--- src/rtl/ctrl_pkg.sv ---
// rtl/ctrl_pkg.sv - shared encodings, opcode constants and state enum for mc_ctrl_fsm
package ctrl_pkg;

    localparam logic [5:0] OP_RTYPE = 6'h00;
    localparam logic [5:0] OP_J     = 6'h02;
    localparam logic [5:0] OP_BEQ   = 6'h04;
    localparam logic [5:0] OP_BNE   = 6'h05;
    localparam logic [5:0] OP_ADDI  = 6'h08;
    localparam logic [5:0] OP_ADDIU = 6'h09;
    localparam logic [5:0] OP_LW    = 6'h23;
    localparam logic [5:0] OP_SW    = 6'h2B;

    localparam logic [5:0] FN_ADD = 6'd32;
    localparam logic [5:0] FN_SUB = 6'd34;
    localparam logic [5:0] FN_AND = 6'd36;
    localparam logic [5:0] FN_SLT = 6'd42;

    localparam logic [2:0] ALU_PASS = 3'd0;
    localparam logic [2:0] ALU_ADD  = 3'd1;
    localparam logic [2:0] ALU_SUB  = 3'd2;
    localparam logic [2:0] ALU_AND  = 3'd3;
    localparam logic [2:0] ALU_SLT  = 3'd7;

    localparam logic [1:0] SRCA_PC = 2'd0;
    localparam logic [1:0] SRCA_A  = 2'd1;

    localparam logic [1:0] SRCB_B      = 2'd0;
    localparam logic [1:0] SRCB_FOUR   = 2'd1;
    localparam logic [1:0] SRCB_IMM    = 2'd2;
    localparam logic [1:0] SRCB_IMM_SH = 2'd3;

    localparam logic [1:0] IORD_PC     = 2'd0;
    localparam logic [1:0] IORD_ALUOUT = 2'd1;
    localparam logic [1:0] IORD_EXC    = 2'd2;

    localparam logic [1:0] PCSRC_ALU    = 2'd0;
    localparam logic [1:0] PCSRC_ALUOUT = 2'd1;
    localparam logic [1:0] PCSRC_JUMP   = 2'd2;
    localparam logic [1:0] PCSRC_MEM    = 2'd3;

    localparam logic REGDST_RT = 1'b0;
    localparam logic REGDST_RD = 1'b1;

    localparam logic M2R_ALUOUT = 1'b0;
    localparam logic M2R_MEM    = 1'b1;

    localparam logic [1:0] EXC_NONE = 2'd0;
    localparam logic [1:0] EXC_OVF  = 2'd1;
    localparam logic [1:0] EXC_OPC  = 2'd2;

    typedef enum logic [3:0] {
        ST_IDLE, ST_FETCH, ST_FETCH_WB, ST_DECODE, ST_EXEC_R, ST_EXEC_I, ST_ALU_WB,
        ST_MEM_ADDR, ST_MEM_RD, ST_MEM_WB, ST_MEM_WR, ST_BRANCH, ST_JUMP,
        ST_EXC_EPC, ST_EXC_RD, ST_EXC_PC
    } state_t;

    function automatic logic [2:0] funct_alu(input logic [5:0] funct);
        case (funct)
            FN_SUB:  return ALU_SUB;
            FN_AND:  return ALU_AND;
            FN_SLT:  return ALU_SLT;
            default: return ALU_ADD;
        endcase
    endfunction

endpackage

--- src/rtl/mc_ctrl_fsm_mem_wait_timer.sv ---
// rtl/mc_ctrl_fsm_mem_wait_timer.sv - clear/enable/done counter timing memory access states
module mem_wait_timer #(
    parameter int MEM_WAIT = 2
) (
    input  logic clk,
    input  logic reset,
    input  logic clear,
    input  logic enable,
    output logic done
);

    logic [3:0] count;

    always_ff @(posedge clk) begin
        if (reset || clear) begin
            count <= 4'd0;
        end else if (enable) begin
            count <= count + 4'd1;
        end
    end

    assign done = (count == 4'(MEM_WAIT - 1));

endmodule

--- src/rtl/mc_ctrl_fsm.sv ---
// rtl/mc_ctrl_fsm.sv - multi-cycle MIPS control FSM with exceptions; option MC_CTRL_MEM_READY_EN
module mc_ctrl_fsm
    import ctrl_pkg::*;
#(
    parameter int MEM_WAIT = 2,
    parameter int ADDR_W   = 32,
    parameter int OVF_VEC  = 255,
    parameter int OPC_VEC  = 253
) (
    input  logic              clk,
    input  logic              reset,
    input  logic [5:0]        OPCODE,
    input  logic [5:0]        FUNCT,
    input  logic              overflow,
    input  logic              zero,
`ifdef MC_CTRL_MEM_READY_EN
    input  logic              MEM_ready,
`endif
    output logic              MEM_read,
    output logic              MEM_write,
    output logic              PC_write,
    output logic              IR_write,
    output logic              REG_write,
    output logic              AB_write,
    output logic              ALUOUT_write,
    output logic              EPC_write,
    output logic [2:0]        ALU_control,
    output logic [1:0]        ALUSRCA_select,
    output logic [1:0]        ALUSRCB_select,
    output logic [1:0]        IORD_select,
    output logic [1:0]        PCSOURCE_select,
    output logic              REGDST_select,
    output logic              MEMTOREG_select,
    output logic [1:0]        EXC_CAUSE,
    output logic [ADDR_W-1:0] EXC_ADDR
);

    state_t state;
    logic   mem_done;
    logic   is_r;
    logic   r_valid;
    logic   ovf_trap;

    // IR stays stable for the whole instruction, so later states re-decode it directly
    assign is_r     = (OPCODE == OP_RTYPE);
    assign r_valid  = is_r && (FUNCT inside {FN_ADD, FN_SUB, FN_AND, FN_SLT});
    assign ovf_trap = overflow && ((is_r && (FUNCT == FN_ADD || FUNCT == FN_SUB)) || OPCODE == OP_ADDI);

`ifdef MC_CTRL_MEM_READY_EN
    assign mem_done = MEM_ready;
`else
    logic in_mem;
    assign in_mem = state inside {ST_FETCH, ST_MEM_RD, ST_MEM_WR, ST_EXC_RD};

    // Clearing on exit (and outside memory states) leaves the count at 0 on every entry
    mem_wait_timer #(.MEM_WAIT(MEM_WAIT)) u_timer (
        .clk    (clk),
        .reset  (reset),
        .clear  (!in_mem || mem_done),
        .enable (in_mem),
        .done   (mem_done)
    );
`endif

    always_ff @(posedge clk) begin
        if (reset) begin
            state     <= ST_IDLE;
            EXC_CAUSE <= EXC_NONE;
        end else begin
            case (state)
                ST_IDLE:     state <= ST_FETCH;
                ST_FETCH:    if (mem_done) state <= ST_FETCH_WB;
                ST_FETCH_WB: state <= ST_DECODE;
                ST_DECODE: begin
                    if (r_valid)                                 state <= ST_EXEC_R;
                    else if (OPCODE == OP_ADDI || OPCODE == OP_ADDIU) state <= ST_EXEC_I;
                    else if (OPCODE == OP_LW || OPCODE == OP_SW)  state <= ST_MEM_ADDR;
                    else if (OPCODE == OP_BEQ || OPCODE == OP_BNE) state <= ST_BRANCH;
                    else if (OPCODE == OP_J)                      state <= ST_JUMP;
                    else begin
                        state     <= ST_EXC_EPC;
                        EXC_CAUSE <= EXC_OPC;
                    end
                end
                ST_EXEC_R, ST_EXEC_I: state <= ST_ALU_WB;
                ST_ALU_WB: begin
                    if (ovf_trap) begin
                        state     <= ST_EXC_EPC;
                        EXC_CAUSE <= EXC_OVF;
                    end else begin
                        state <= ST_FETCH;
                    end
                end
                ST_MEM_ADDR: state <= (OPCODE == OP_LW) ? ST_MEM_RD : ST_MEM_WR;
                ST_MEM_RD:   if (mem_done) state <= ST_MEM_WB;
                ST_MEM_WR:   if (mem_done) state <= ST_FETCH;
                ST_EXC_EPC:  state <= ST_EXC_RD;
                ST_EXC_RD:   if (mem_done) state <= ST_EXC_PC;
                default:     state <= ST_FETCH;
            endcase
        end
    end

    always_comb begin
        MEM_read = 1'b0; MEM_write = 1'b0; PC_write = 1'b0; IR_write = 1'b0;
        REG_write = 1'b0; AB_write = 1'b0; ALUOUT_write = 1'b0; EPC_write = 1'b0;
        ALU_control = ALU_PASS; ALUSRCA_select = SRCA_PC; ALUSRCB_select = SRCB_B;
        IORD_select = IORD_PC; PCSOURCE_select = PCSRC_ALU;
        REGDST_select = REGDST_RT; MEMTOREG_select = M2R_ALUOUT;
        case (state)
            ST_FETCH, ST_FETCH_WB: begin
                MEM_read       = 1'b1;
                ALUSRCB_select = SRCB_FOUR;
                ALU_control    = ALU_ADD;
                IR_write       = (state == ST_FETCH_WB);
                PC_write       = (state == ST_FETCH_WB);
            end
            ST_DECODE: begin
                AB_write = 1'b1; ALUOUT_write = 1'b1;
                ALUSRCB_select = SRCB_IMM_SH; ALU_control = ALU_ADD;
            end
            ST_EXEC_R, ST_EXEC_I, ST_ALU_WB: begin
                ALUSRCA_select = SRCA_A;
                ALUSRCB_select = is_r ? SRCB_B : SRCB_IMM;
                ALU_control    = is_r ? funct_alu(FUNCT) : ALU_ADD;
                ALUOUT_write   = (state != ST_ALU_WB);
                REG_write      = (state == ST_ALU_WB) && !ovf_trap;
                REGDST_select  = is_r ? REGDST_RD : REGDST_RT;
            end
            ST_MEM_ADDR: begin
                ALUSRCA_select = SRCA_A; ALUSRCB_select = SRCB_IMM;
                ALU_control = ALU_ADD; ALUOUT_write = 1'b1;
            end
            ST_MEM_RD, ST_MEM_WB: begin
                MEM_read = 1'b1; IORD_select = IORD_ALUOUT;
                REG_write       = (state == ST_MEM_WB);
                MEMTOREG_select = (state == ST_MEM_WB) ? M2R_MEM : M2R_ALUOUT;
            end
            ST_MEM_WR: begin
                MEM_write = 1'b1; IORD_select = IORD_ALUOUT;
            end
            ST_BRANCH: begin
                ALUSRCA_select = SRCA_A; ALU_control = ALU_SUB;
                PC_write = (OPCODE == OP_BEQ) ? zero : !zero;
                PCSOURCE_select = PC_write ? PCSRC_ALUOUT : PCSRC_ALU;
            end
            ST_JUMP: begin
                PC_write = 1'b1; PCSOURCE_select = PCSRC_JUMP;
            end
            ST_EXC_EPC: begin
                ALUSRCB_select = SRCB_FOUR; ALU_control = ALU_SUB; EPC_write = 1'b1;
            end
            ST_EXC_RD, ST_EXC_PC: begin
                MEM_read = 1'b1; IORD_select = IORD_EXC;
                PC_write        = (state == ST_EXC_PC);
                PCSOURCE_select = (state == ST_EXC_PC) ? PCSRC_MEM : PCSRC_ALU;
            end
            default: ;
        endcase
    end

    always_comb begin
        case (EXC_CAUSE)
            EXC_OVF: EXC_ADDR = ADDR_W'(OVF_VEC);
            EXC_OPC: EXC_ADDR = ADDR_W'(OPC_VEC);
            default: EXC_ADDR = '0;
        endcase
    end

endmodule

--- config.mk ---
export PLATFORM = sky130hd
export DESIGN_NAME = mc_ctrl_fsm
export DESIGN_NICKNAME = d
export VERILOG_FILES = /design/src/rtl/ctrl_pkg.sv /design/src/rtl/mc_ctrl_fsm_mem_wait_timer.sv /design/src/rtl/mc_ctrl_fsm.sv
export SDC_FILE = /design/constraint.sdc
export NUM_CORES = 1
export LEC_CHECK = 0
export BUFFER_PORTS_ARGS = -buffer_cell sky130_fd_sc_hd__buf_2
export CAP_MARGIN = 20
export CORE_MARGIN = 1
export CORE_UTILIZATION = 25
export CTS_CLUSTER_DIAMETER = 60
export DETAILED_ROUTE_END_ITERATION = 6
export PLACE_DENSITY_LB_ADDON = 0.2
export SYNTH_ARGS = -nofsm -noshare
export SYNTH_HDL_FRONTEND = slang
export SYNTH_HIERARCHICAL = 1
export SYNTH_SLANG_ARGS = --single-unit
--- constraint.sdc ---
create_clock -name clk -period 4.5 [get_ports clk]
set_clock_uncertainty 0.2 [all_clocks]
set_input_delay 0.225 -clock clk [delete_from_list [all_inputs] [get_ports clk]]
set_output_delay 0.225 -clock clk [all_outputs]
set_load 0.05 [all_outputs]
[Word-level counts from Yosys, hierarchy flattened]
Cells that the tools add are included.
W data, S select, Z words.
Cells by class
  add/subtract/negate cells: 1
  eq/ne operators: 40
  mux-type cells: 43
  reduce and logical (&&, ||, !) cells: 32
Operator list (number)
  $pmux W4 S10: 1
  $eq A6 B6 Y1 const B: 6
  $eq A4 B4 Y1 const B: 8
  $mux W4: 8
  $ne A2 B2 Y1 const B: 10
  $mux W2: 9
  $pmux W3 S3: 2
  $eq A4 B3 Y1 const B: 4
  $pmux W8 S2: 1
  $mux W1: 13
  $eq A6 B3 Y1 const B: 2
  $eq A6 B4 Y1 const B: 2
  $reduce_or A2 Y1: 6
  $reduce_or A3 Y1: 3
  $eq A4 B1 Y1 const B: 2
  $eq A4 B2 Y1 const B: 2
  $pmux W2 S2: 2
  $pmux W2 S4: 1
  $reduce_bool A4 Y1: 2
  $logic_or A1 B1 Y1: 7
  $reduce_and A7 Y1: 1
  $eq A6 B2 Y1 const B: 1
  $logic_not A6 Y1: 1
  $mux W3: 2
  other kinds (14): 20
Storage, ports and cells
  register bits: 10
  input bits: 16
  word-level logic and storage cells: 119

[Longest topological paths before layout]
  depth after elaboration: 8
  mapped depth: 8
  depth with buffers taken out: 7

[By module]
Netlist, hierarchy kept.
By module, submodules not included
  mc_ctrl_fsm: instances 1, cells an instance 173, area an instance 1179.9 µm²
  mem_wait_timer: instances 1, cells an instance 20, area an instance 198.9 µm²

[Worst setup path after synthesis]
Ideal clock, no wire load.
  path kind: input -> output
  from: input port OPCODE[1]
  to: output port PC_write
  data arrival time: 2.707 ns
  data required time: 4.075 ns
  slack: 1.368 ns
  stages on the path: 4
  path buffers: 0
  cell sequence: or4b_4 -> o311a_1 -> a2111oi_2 -> a211o_1
On the way
  word-level cells in the longest chain between the ends: 3
Ends and longest elaborated chain
  start: declaration: RTL line mc_ctrl_fsm.sv:12  | input logic [5:0] OPCODE,
  $eq A6 B3 Y1: RTL line mc_ctrl_fsm.sv:144  | PC_write = (OPCODE == OP_BEQ) ? zero : !zero;
  $mux W1: RTL line mc_ctrl_fsm.sv:144
  $pmux W1 S4: RTL line mc_ctrl_fsm.sv:110  | case (state)
  end: declaration: RTL line mc_ctrl_fsm.sv:21  | output logic PC_write,
Every way passes these cells.

[Worst setup path after layout]
  from: register state[3]
  to: output port PC_write
On the way
  word-level cells in the longest chain between the ends: 3
Ends and longest elaborated chain
  start: declaration: RTL line mc_ctrl_fsm.sv:38  | state_t state;
  start signal: assignment: RTL line mc_ctrl_fsm.sv:94  | ST_MEM_ADDR: state <= (OPCODE == OP_LW) ? ST_MEM_RD : ST_MEM_WR;
  $eq A4 B4 Y1, or another cell as far along: RTL line mc_ctrl_fsm.sv:110
  $reduce_or A2 Y1
  $pmux W1 S4 *: RTL line mc_ctrl_fsm.sv:110
Mark *: on every way between the ends. The rest lies on a longest branch, timed or not.

==> results.cfg <==
[critical_path]
path_max_fanout = 27
startpoint_type = flop
worstPathCellList = inv_1 -> a2111oi_2 -> a211o_1 -> buf_2
worstPathRequired_ps = 4070
slowest_delay_ps = 860
worst_path_dominant_cell_family = flip-flops
arrival_ps = 2240
cp_num_buf_inv = 2
cpMaxStageDelayCell = dfxtp_1
crit_type = flop to output pin
end_kind = output pin

[layout]
ff_latch_area_um2 = 200.2
area_growth_pct = 12.61
multi_input_area_um2 = 957.2
stdcell_area_um2 = 1553
fillers = 613
finish.utilization_pct = 29.83
drive_gt1_share_pct = 23.66
n_antenna_cell = 0
nets = 245

[grt]
grt_pass1_wl_um = 5934
grt-ovfl-total = 0
grt_max_degree = 28
antenna_found_initial = 0
track_usage_pct = 12.20
grt_pass1_vias = 1256

[synthesis]
synthFlopType = dfxtp_1
avgSynthCellArea_um2 = 7.144
synth.area.top_cells = buf_4 17%, dfxtp_1 15%, nor3_1 4.0%
yosys.area.top_type_share_pct = 16.88
seq_area_frac_synth_pct = 14.52
synth_warnings = 6
synth_enable_flop_cells = 0
yosysTopAreaCell = buf_4
async_flop_share_pct = 0
syn-cell-area_um2 = 1379
ys_seq_elements = 10
synth_cells = 193
yosysUniqueCellTypes = 53

[sta]
rsz0062_at_grt = false
hold_violations = 0
fmax_mhz = 374.7
setup_tns_ps = 0
finalCriticalPeriod_ps = 2669
setup_violations = 0
fin_crit_sh_pct = 59.31
setup_ws_ps = 1831
tightest_slew_ps = 829.1
slew_viol_final = 0
max_slew_margin_pct = 44.65

[pwr]
p_comb_share_pct = 44.0
sequentialPowerShare_pct = 30.3
vdd_drop_max_mv = 0.08009
netSwitchingFraction_pct = 45.99
leakage_nw = 0.7191
p_sw_w = 0.0001585
p_int_w = 0.0001862
power_frac_clock_pct = 25.7
power_density_nw_per_um2 = 222.0

[placed_design]
hpwl_um = 2787
place_ws_ps = 2048
postPlaceCellArea_um2 = 1511
routabilityCongestion = 0.8069
portBuffers = 45

[floorplan]
die_x_um = 76.27
core_area_um2 = 5205
start_util_pct = 26.49
rows = 26
die_area_um2 = 5816
die_h_um = 76.27
ios = 71

[clock_network]
post_cts_resized = 0
cts_made_buffers = 3
clkTransAtPathRegs_ps = 40
cts.sinks = 10
cts_setup_buffers = 0
clock_path_buffers = 2
cts_hold_buffers = 0
ctsRootBufferMaster = clkbuf_8
clk_latency_ps = 230
htreeDepth = 1
cts_tree = yes

[route]
post_drt_wl_per_cell_um = 12.36
drtIter0Drc = 154
vias = 1419
drc = 0
drt_wl_total_um = 3633
ant_nets = 0
viasPerCell = 4.827
drt_pass1_iterations = 4

[outcome]
status = finished clean

[job]
drv_cap = 0

[hold_path]
hp-class = primary input to flop
## power groups by stage
stage,clock (W),combinational (W),sequential (W)
after global routing,0.0000973,0.000162,0.000106
after floorplan,0,0.000146,0.0000972
final,0.0000885,0.000152,0.000104
after CTS,0.0000916,0.000151,0.000105
after detailed placement,0,0.000151,0.000106
after global placement,0,0.000152,0.000106
## sequential cells by signal (all words and copies together), names as in the netlist
name / flops
state: 4
u_timer/count: 4
EXC_CAUSE: 2
## final cells by class
class                   count  share of cell area (%)
multi-input cells         155                   61.64
repair buffers             45                   14.50
flip-flops and latches     10                   12.89
well taps                  70                   5.641
clock buffers               3                   2.659
inverters                  11                   2.659
## final timing paths
kind	from	end	slack, ps	depth (start not counted)
max	state[3]	PC_write	1830	4
min	reset	state[2]	120	2
max reg2reg	state[3]	u_timer/count[1]	2110	6
min reg2reg	EXC_CAUSE[0]	EXC_CAUSE[0]	280	2
## synth_stat cells, types with 2 or more instances
| library cell | n |
|---|---|
| buf_4 | 31 |
| nor2_1 | 12 |
| inv_1 | 11 |
| nor3_1 | 11 |
| a21oi_1 | 10 |
| dfxtp_1 | 10 |
| clkbuf_1 | 8 |
| nand2_1 | 8 |
| nor3b_1 | 7 |
| o21ai_0 | 7 |
| nand2b_1 | 6 |
| a31oi_1 | 4 |
| nand3_1 | 4 |
| nor2b_1 | 4 |
| o22ai_1 | 4 |
| ha_1 | 3 |
| nand4_1 | 3 |
| or2_1 | 3 |
| a211o_1 | 2 |
| a21o_1 | 2 |
| a221oi_1 | 2 |
| buf_1 | 2 |
| nand3b_1 | 2 |
| nor4b_1 | 2 |
| o2111a_1 | 2 |
| o21a_1 | 2 |
| o311a_1 | 2 |
| or3_1 | 2 |
| xnor2_1 | 2 |
| xor2_1 | 2 |
## stage by stage
stage | hold WS [ps] | total power (W) | cells
finish | 124.1 | 0.0003447 | 294
CTS | 127.0 | 0.0003472 | 294
floorplan | 94.41 | 0.0002436 | 217
global placement | 273.9 | 0.0002579 | 291
global route | 133.6 | 0.0003654 | 294
detailed placement | 271.5 | 0.0002567 | 291
## metal layers
layer	up-vias	GRT usage, %	wire (um)
li1	709	-	-
met1	644	17.33	1746
met2	64	19.19	1670
met3	2	2.275	195
met4	0	2.115	20
met5	-	0	0
## cell usage in the layout (no fill, tap or decap), drive strengths merged, types with 3 or more instances in the layout
cell type,netlist,final
inv,11,11
nand2,8,8
clkbuf,8,3
nand4,3,3
dfxtp,10,10
nor2b,4,4
ha,3,3
nor3b,7,7
a21oi,10,10
nor3,11,11
o22ai,4,4
buf,33,45
nand2b,6,6
conb,1,25
o21ai,8,8
nor2,12,12
nand3,4,4
or2,3,3
a31oi,4,4
## kinds of logic after synthesis
kind of cell,share of synthesized area [%]
AND/OR/NAND/NOR,29.22
buffers and inverters,22.60
AO/OA/AOI/OAI,26.59
flip-flops,14.52
XOR/XNOR,2.541
adder cells (fa/ha/maj),2.723
multiplexers,1.543
other,0.2720
No activity file was read; power rests on OpenSTA's default activity.
